[config.mk]
export PLATFORM = sky130hd
export DESIGN_NAME = mel_frame_sequencer_flat
export DESIGN_NICKNAME = d
export VERILOG_FILES = /design/src/rtl/mel_frame_sequencer_if.sv /design/src/rtl/mel_frame_sequencer.sv /design/src/flat_wrapper.sv
export SDC_FILE = /design/constraint.sdc
export NUM_CORES = 1
export LEC_CHECK = 0
export CORE_UTILIZATION = 34
export DETAILED_ROUTE_END_ITERATION = 6
export PLACE_DENSITY = 0.55
export SYNTH_ARGS = -nofsm -noshare
export SYNTH_HDL_FRONTEND = slang
export SYNTH_SLANG_ARGS = --single-unit
[constraint.sdc]
create_clock -name clk -period 3.6 [get_ports clk]
set_clock_uncertainty 0.05 [all_clocks]
set_input_delay 0.9 -clock clk [delete_from_list [all_inputs] [get_ports clk]]
set_output_delay 0.9 -clock clk [all_outputs]
set_load 0.02 [all_outputs]
[src/rtl/mel_frame_sequencer_if.sv]
// Handshake bundle between the MEL frame sequencer and its neighbours:
// power-spectrum producer, MEL filterbank engine and DCT stage.
interface mel_frame_sequencer_if #(
    parameter int ENERGY_W = 9
);
    logic                ps_frame_ready_i;
    logic                ps_wr_bank_o;
    logic                ps_rd_bank_o;
    logic                mel_start_o;
    logic                mel_valid_i;
    logic [5:0]          mel_idx_i;
    logic [ENERGY_W-1:0] mel_value_i;
    logic                mel_done_i;
    logic                dct_start_o;
    logic [5:0]          dct_rd_addr_i;
    logic [ENERGY_W-1:0] dct_rd_data_o;
    logic                dct_done_i;

    // Environment side: producer, MEL engine and DCT stage.
    modport master (
        output ps_frame_ready_i, mel_valid_i, mel_idx_i, mel_value_i, mel_done_i,
               dct_rd_addr_i, dct_done_i,
        input  ps_wr_bank_o, ps_rd_bank_o, mel_start_o, dct_start_o, dct_rd_data_o
    );

    // Sequencer side.
    modport slave (
        input  ps_frame_ready_i, mel_valid_i, mel_idx_i, mel_value_i, mel_done_i,
               dct_rd_addr_i, dct_done_i,
        output ps_wr_bank_o, ps_rd_bank_o, mel_start_o, dct_start_o, dct_rd_data_o
    );
endinterface

[src/rtl/mel_frame_sequencer.sv]
// Frame-level controller for the MEL stage: ping-pong bank ownership, MEL/DCT
// start sequencing and a local register file of per-filter log-energies.
module mel_frame_sequencer #(
    parameter int NUM_FILTERS = 40,
    parameter int ENERGY_W    = 9,
    parameter int FCNT_W      = 16
) (
    input  logic                 clk,
    input  logic                 rst_n,
    input  logic                 enable_i,
    mel_frame_sequencer_if.slave bus,
    output logic                 busy_o,
    output logic [FCNT_W-1:0]    frame_count_o,
    output logic                 overrun_o,
    output logic                 filt_err_o
);
    localparam logic [1:0] S_IDLE      = 2'd0;
    localparam logic [1:0] S_MEL_RUN   = 2'd1;
    localparam logic [1:0] S_DCT_START = 2'd2;
    localparam logic [1:0] S_DCT_RUN   = 2'd3;

    localparam int CNT_W = 8;
    localparam logic [6:0]       NF_7     = 7'(NUM_FILTERS);
    localparam logic [CNT_W-1:0] NF_COUNT = CNT_W'(NUM_FILTERS);

    logic [1:0]          state;
    logic [1:0]          full_cnt;
    logic                wr_bank;
    logic                rd_bank;
    logic [CNT_W-1:0]    valid_cnt;
    logic [CNT_W-1:0]    cnt_next;
    logic [ENERGY_W-1:0] energy [NUM_FILTERS];

    logic idx_ok;
    logic strobe_ok;
    logic strobe_bad;
    logic bank_release;
    logic accept;
    logic drop;
    logic mel_start;

    assign idx_ok       = ({1'b0, bus.mel_idx_i} < NF_7);
    assign strobe_ok    = (state == S_MEL_RUN) && bus.mel_valid_i && idx_ok;
    assign strobe_bad   = (state == S_MEL_RUN) && bus.mel_valid_i && !idx_ok;
    assign bank_release = (state == S_MEL_RUN) && bus.mel_done_i;
    // A release in the same cycle frees a slot, so a ready pulse on a full pair is still taken.
    assign accept       = bus.ps_frame_ready_i && ((full_cnt != 2'd2) || bank_release);
    assign drop         = bus.ps_frame_ready_i && !accept;
    assign mel_start    = (state == S_IDLE) && enable_i && (full_cnt != 2'd0);

    // Saturating strobe count so a runaway MEL engine cannot wrap back to a "good" total.
    always_comb begin
        cnt_next = valid_cnt;
        if (strobe_ok && (valid_cnt != '1)) cnt_next = valid_cnt + 1'b1;
    end

    // NOTE: sequential state uses non-blocking assignments so every register samples pre-edge values.
    always_ff @(posedge clk or negedge rst_n) begin
        if (!rst_n) begin
            full_cnt  <= 2'd0;
            wr_bank   <= 1'b0;
            rd_bank   <= 1'b0;
            overrun_o <= 1'b0;
        end else begin
            full_cnt <= full_cnt + 2'(accept) - 2'(bank_release);
            if (accept)       wr_bank   <= ~wr_bank;
            if (bank_release) rd_bank   <= ~rd_bank;
            if (drop)         overrun_o <= 1'b1;
        end
    end

    always_ff @(posedge clk or negedge rst_n) begin
        if (!rst_n) begin
            state         <= S_IDLE;
            valid_cnt     <= '0;
            filt_err_o    <= 1'b0;
            frame_count_o <= '0;
        end else begin
            case (state)
                S_IDLE: begin
                    if (mel_start) begin
                        valid_cnt <= '0;
                        state     <= S_MEL_RUN;
                    end
                end
                S_MEL_RUN: begin
                    valid_cnt <= cnt_next;
                    if (strobe_bad) filt_err_o <= 1'b1;
                    if (bus.mel_done_i) begin
                        if (cnt_next != NF_COUNT) filt_err_o <= 1'b1;
                        state <= S_DCT_START;
                    end
                end
                S_DCT_START: state <= S_DCT_RUN;
                S_DCT_RUN: begin
                    if (bus.dct_done_i) begin
                        frame_count_o <= frame_count_o + 1'b1;
                        state         <= S_IDLE;
                    end
                end
                default: state <= S_IDLE;
            endcase
        end
    end

    // NOTE: the energy file is reset explicitly so an aborted frame never leaks stale energies to DCT.
    always_ff @(posedge clk or negedge rst_n) begin
        if (!rst_n) begin
            for (int i = 0; i < NUM_FILTERS; i++) energy[i] <= '0;
        end else if (strobe_ok) begin
            energy[bus.mel_idx_i] <= bus.mel_value_i;
        end
    end

    assign bus.dct_rd_data_o = ({1'b0, bus.dct_rd_addr_i} < NF_7) ? energy[bus.dct_rd_addr_i] : '0;
    assign bus.ps_wr_bank_o  = wr_bank;
    assign bus.ps_rd_bank_o  = rd_bank;
    assign bus.mel_start_o   = mel_start;
    assign bus.dct_start_o   = (state == S_DCT_START);
    assign busy_o            = (state != S_IDLE);

endmodule

[src/flat_wrapper.sv]
// flat-port wrapper written by rule: the top's interface ports become plain ports
module mel_frame_sequencer_flat 
#(
    parameter int NUM_FILTERS = 40,
    parameter int ENERGY_W    = 9,
    parameter int FCNT_W      = 16
)
  (clk, rst_n, enable_i, busy_o, frame_count_o, overrun_o, filt_err_o, bus_ps_frame_ready_i, bus_mel_valid_i, bus_mel_idx_i, bus_mel_value_i, bus_mel_done_i, bus_dct_rd_addr_i, bus_dct_done_i, bus_ps_wr_bank_o, bus_ps_rd_bank_o, bus_mel_start_o, bus_dct_start_o, bus_dct_rd_data_o);
  mel_frame_sequencer_if #(.ENERGY_W(ENERGY_W)) bus_i ();
  input  logic clk;
  input  logic rst_n;
  input  logic enable_i;
  output logic busy_o;
  output logic [FCNT_W-1:0] frame_count_o;
  output logic overrun_o;
  output logic filt_err_o;
  input wire logic [$bits(bus_i.ps_frame_ready_i)-1:0] bus_ps_frame_ready_i;
  input wire logic [$bits(bus_i.mel_valid_i)-1:0] bus_mel_valid_i;
  input wire logic [$bits(bus_i.mel_idx_i)-1:0] bus_mel_idx_i;
  input wire logic [$bits(bus_i.mel_value_i)-1:0] bus_mel_value_i;
  input wire logic [$bits(bus_i.mel_done_i)-1:0] bus_mel_done_i;
  input wire logic [$bits(bus_i.dct_rd_addr_i)-1:0] bus_dct_rd_addr_i;
  input wire logic [$bits(bus_i.dct_done_i)-1:0] bus_dct_done_i;
  output wire logic [$bits(bus_i.ps_wr_bank_o)-1:0] bus_ps_wr_bank_o;
  output wire logic [$bits(bus_i.ps_rd_bank_o)-1:0] bus_ps_rd_bank_o;
  output wire logic [$bits(bus_i.mel_start_o)-1:0] bus_mel_start_o;
  output wire logic [$bits(bus_i.dct_start_o)-1:0] bus_dct_start_o;
  output wire logic [$bits(bus_i.dct_rd_data_o)-1:0] bus_dct_rd_data_o;
  assign bus_i.ps_frame_ready_i = bus_ps_frame_ready_i;
  assign bus_i.mel_valid_i = bus_mel_valid_i;
  assign bus_i.mel_idx_i = bus_mel_idx_i;
  assign bus_i.mel_value_i = bus_mel_value_i;
  assign bus_i.mel_done_i = bus_mel_done_i;
  assign bus_i.dct_rd_addr_i = bus_dct_rd_addr_i;
  assign bus_i.dct_done_i = bus_dct_done_i;
  assign bus_ps_wr_bank_o = bus_i.ps_wr_bank_o;
  assign bus_ps_rd_bank_o = bus_i.ps_rd_bank_o;
  assign bus_mel_start_o = bus_i.mel_start_o;
  assign bus_dct_start_o = bus_i.dct_start_o;
  assign bus_dct_rd_data_o = bus_i.dct_rd_data_o;
  mel_frame_sequencer #(.NUM_FILTERS(NUM_FILTERS), .ENERGY_W(ENERGY_W), .FCNT_W(FCNT_W)) u_core (.clk(clk), .rst_n(rst_n), .enable_i(enable_i), .bus(bus_i), .busy_o(busy_o), .frame_count_o(frame_count_o), .overrun_o(overrun_o), .filt_err_o(filt_err_o));
endmodule
==> flow_summary_export.csv <==
group,metric,value,unit
setup_path,worstPathArrival,2710,ps
die,core_area,0.05371,mm2
yosys,avgSynthCellArea,15.20,um2
drt,vias,10972,
worst_hold_path,hp-class,"primary input to async pin",
place,port_buffers,59,
clock_network,clock_sinks,392,
die,rows,85,
setup_path,path_class,"primary input to primary output",
yosys,ys.flop_type,"dfrtp_1",
place,post_dp_cell_area,0.02080,mm2
timing,setup_viol,7,
setup_path,cp_slowest_cell,"mux4_2",
setup_path,critPathTopFamily,"multiplexers",
timing,tightest_slew,860.2,ps
yosys,async_flop_share,1.000,
timing,finalMaxSlewViolations,0,
timing,final.setup.tns,-150.6,ps
timing,period_share,1.016,
die,die-area,0.05529,mm2
run,max-cap-violations,0,
yosys,synthTopCellsByArea,"dfrtp_1 53%, mux2_2 22%, mux4_2 11%",
power_and_ir_drop,pwr-share-comb,0.147,
die,initial_core_util,0.3441,
yosys,synthTopCellsByCount,"392 x dfrtp_1, 358 x mux2_2, 94 x mux4_2, 53 x clkbuf_1, 30 x mux2i_1",
power_and_ir_drop,ir_drop,0.4150,mV
yosys,synth_edf_count,0,
setup_path,timing.rr.end,"u_core.energy[273]",
final_layout,multi_input_area,0.008466,mm2
clock_network,cts_tree,"built",
setup_path,end_kind,"primary output",
drt,wl_per_cell,22.74,um
setup_path,r2r-start,"u_core.state[1]",
power_and_ir_drop,p_int,8445,uW
die,io_pins,60,
power_and_ir_drop,clkPwrFrac,0.408,
timing,worst_slack,-59.11,ps
yosys,syn_inst,1216,
drt,drt.antenna.violating_nets,0,
clock_network,htree_levels,2,
clock_network,path_clk_slew,50,ps
setup_path,cp_common_cell,"mux4_2",
final_layout,fillers,4828,
global_routing,antenna_found_initial,0,
setup_path,critPathMaxFanout,7,
drt,drt-pass1-iter-count,4,
clock_network,worstSkewPairLatency,570,ps
status,violations,"negative setup slack",
yosys,syn-cell-area,0.01848,mm2
timing,slew_headroom,0.4265,
setup_path,startpoint,"bus_dct_rd_addr_i[0]",
die,die_width,235.1,um
setup_path,crit_buf_inv,3,
place,hpwl,30440,um
setup_path,r2r_setup_slack,1000,ps
final_layout,final_nets,1407,
yosys,yosysWarnings,0,
yosys,synth.distinct_cells,69,
timing,rsz0062_at_grt,"yes",
setup_path,reg2regPathDepth,9,
timing,fmax,273.3,MHz
power_and_ir_drop,p_sw_frac,0.2564,
final_layout,area_growth,23.74,%
final_layout,final_area,0.02287,mm2
global_routing,grt_pass1_vias,11907,
place,place.gp.congestion,0.7840,
yosys,synth_top_area_cell,"dfrtp_1",
clock_network,clk_path_buf_depth,3,
power_and_ir_drop,p_sw,2912,uW
setup_path,path_cells,"buf_16, buf_12, mux4_2, mux4_2, a22oi_2, o21ai_2, buf_4",
status,status,"finished with violations",
power_and_ir_drop,seqPwrFrac,0.444,
setup_path,cp_num_cells,7,
global_routing,grt_max_degree,93,
setup_path,critPathMaxStageDelay,550,ps
die,die_h,235.1,um
global_routing,grt.overflow.total,0,
global_routing,grt_pass1_wl,74420,um
timing,finalCriticalPeriod,3659,ps
yosys,synth_seq_cells,392,
setup_path,required,2650,ps
power_and_ir_drop,powerDensity,496.7,mW/mm2
setup_path,startpoint_type,"primary input",
drt,totalWireLength,47720,um
yosys,synthesis.nets,1253,
clock_network,cts_root_buf,"clkbuf_16",
final_layout,drive_above_1_share,0.5332,
timing,hold_violations,0,
drt,drt-vias-per-instance,5.230,
final_layout,ff_latch_area,0.009809,mm2
yosys,ys_seq_area_frac,0.5308,
setup_path,crit_path_end,"bus_dct_rd_data_o[4]",
clock_network,cts_buffers,45,
place,post-place-ws,-711.2,ps
yosys,yosysMostFrequentCell,"dfrtp_1",
drt,drcViolationCount,0,
yosys,synth_top_area_share,0.5308,
global_routing,grtUsageTotal,0.1771,
power_and_ir_drop,p_leak,0.01076,uW
drt,drtIter0Drc,561,
[state kept, by name, summed over array words and instances (netlist names)]
signal	cells
u_core.bus.ps_rd_bank_o	1
u_core.bus.ps_wr_bank_o	1
u_core.energy	360
u_core.filt_err_o	1
u_core.frame_count_o	16
u_core.full_cnt	2
u_core.overrun_o	1
u_core.state	2
u_core.valid_cnt	8
[metal layers]
metal	up-vias	routed length (um)	track usage
met2	208	23200	0.2900
met4	0	1283	0.05801
li1	4838	-	-
met5	-	0	0
met3	70	2273	0.02885
met1	5856	20960	0.2397
[cell type report]
type | instances | area share
Inverter | 14 | 0.002298
Antenna cell | 1 | 0.0001094
Sequential cell | 392 | 0.4290
Clock inverter | 8 | 0.005089
Timing Repair Buffer | 188 | 0.09434
Multi-Input combinational cell | 729 | 0.3702
Tap cell | 696 | 0.03808
Clock buffer | 70 | 0.06085
[through the flow]
| step | std cells | utilization | power [uW] | hold WS [ps] |
|---|---|---|---|---|
| after floorplan | 1216 | - | 6058 | 409.5 |
| after global placement | 2003 | 0.3873 | 6675 | 405.2 |
| after detailed placement | 2003 | 0.3873 | 6727 | 408.7 |
| after CTS | 2089 | 0.4215 | 11510 | 308.4 |
| after global routing | 2097 | 0.4257 | 11890 | 340.0 |
| final | 2098 | 0.4257 | 11360 | 273.2 |
[what timing repair did]
action	in CTS	in global routing
cloned	4	2
endpoints found under the setup margin	9	9
gates resized for setup	86	31
hold buffers	0	0
pin swaps	8	7
setup buffers	4	6
[kinds of logic (layout without fill, tap and decap cells)]
logic type               Yosys count  in the layout  share of synthesized area
AO/OA/AOI/OAI                     73             73                    0.02735
AND/OR/NAND/NOR                  141            141                    0.05207
adder cells (fa/ha/maj)            9              9                   0.006094
XOR/XNOR                          19             19                   0.009005
other                              0              1                          0
flip-flops                       392            392                     0.5308
buffers and inverters             95            280                    0.02180
multiplexers                     487            487                     0.3528
[worst reg2reg max path, stage by stage (launching register included)]
cell and delay [ps]:
dfrtp_1 390, inv_1 120, ha_1 160, buf_4 160, nand2_1 200, nor2_4 340
nand3_2 310, nor2_2 240, buf_4 180, mux2_2 330
[cells in the final DEF (no fill, tap or decap), types with 11 or more instances in the layout]
cell type and n:
clkbuf_16 48, nand2_2 11, mux2_2 358, dfrtp_1 392, buf_12 31, clkdlybuf4s50_1 46, nor2_2 11, mux2i_1 25
nor2_1 21, xnor2_1 11, inv_1 14, mux4_2 94, clkbuf_8 15, nand2_1 20, buf_4 84, nand3_1 11
[power groups by stage]
| stage | sequential (uW) | clock (uW) | combinational (uW) |
|---|---|---|---|
| after CTS | 5040 | 4800 | 1670 |
| after global routing | 5100 | 4970 | 1830 |
| final | 5050 | 4640 | 1670 |
| after global placement | 5100 | 0 | 1570 |
| after detailed placement | 5120 | 0 | 1610 |
| after floorplan | 5080 | 0 | 980 |
[worst min-delay path by stage]
stage / start / end / slack [ps]
after floorplan: u_core.energy[101] / u_core.energy[101] / 410
after global placement: u_core.overrun_o / u_core.overrun_o / 410
after detailed placement: u_core.bus.ps_wr_bank_o / u_core.bus.ps_wr_bank_o / 410
after CTS: rst_n / u_core.energy[123] / 310
after global routing: rst_n / u_core.energy[123] / 340
final: rst_n / u_core.energy[123] / 270
Note: power is estimated with default switching activity, not from simulation.
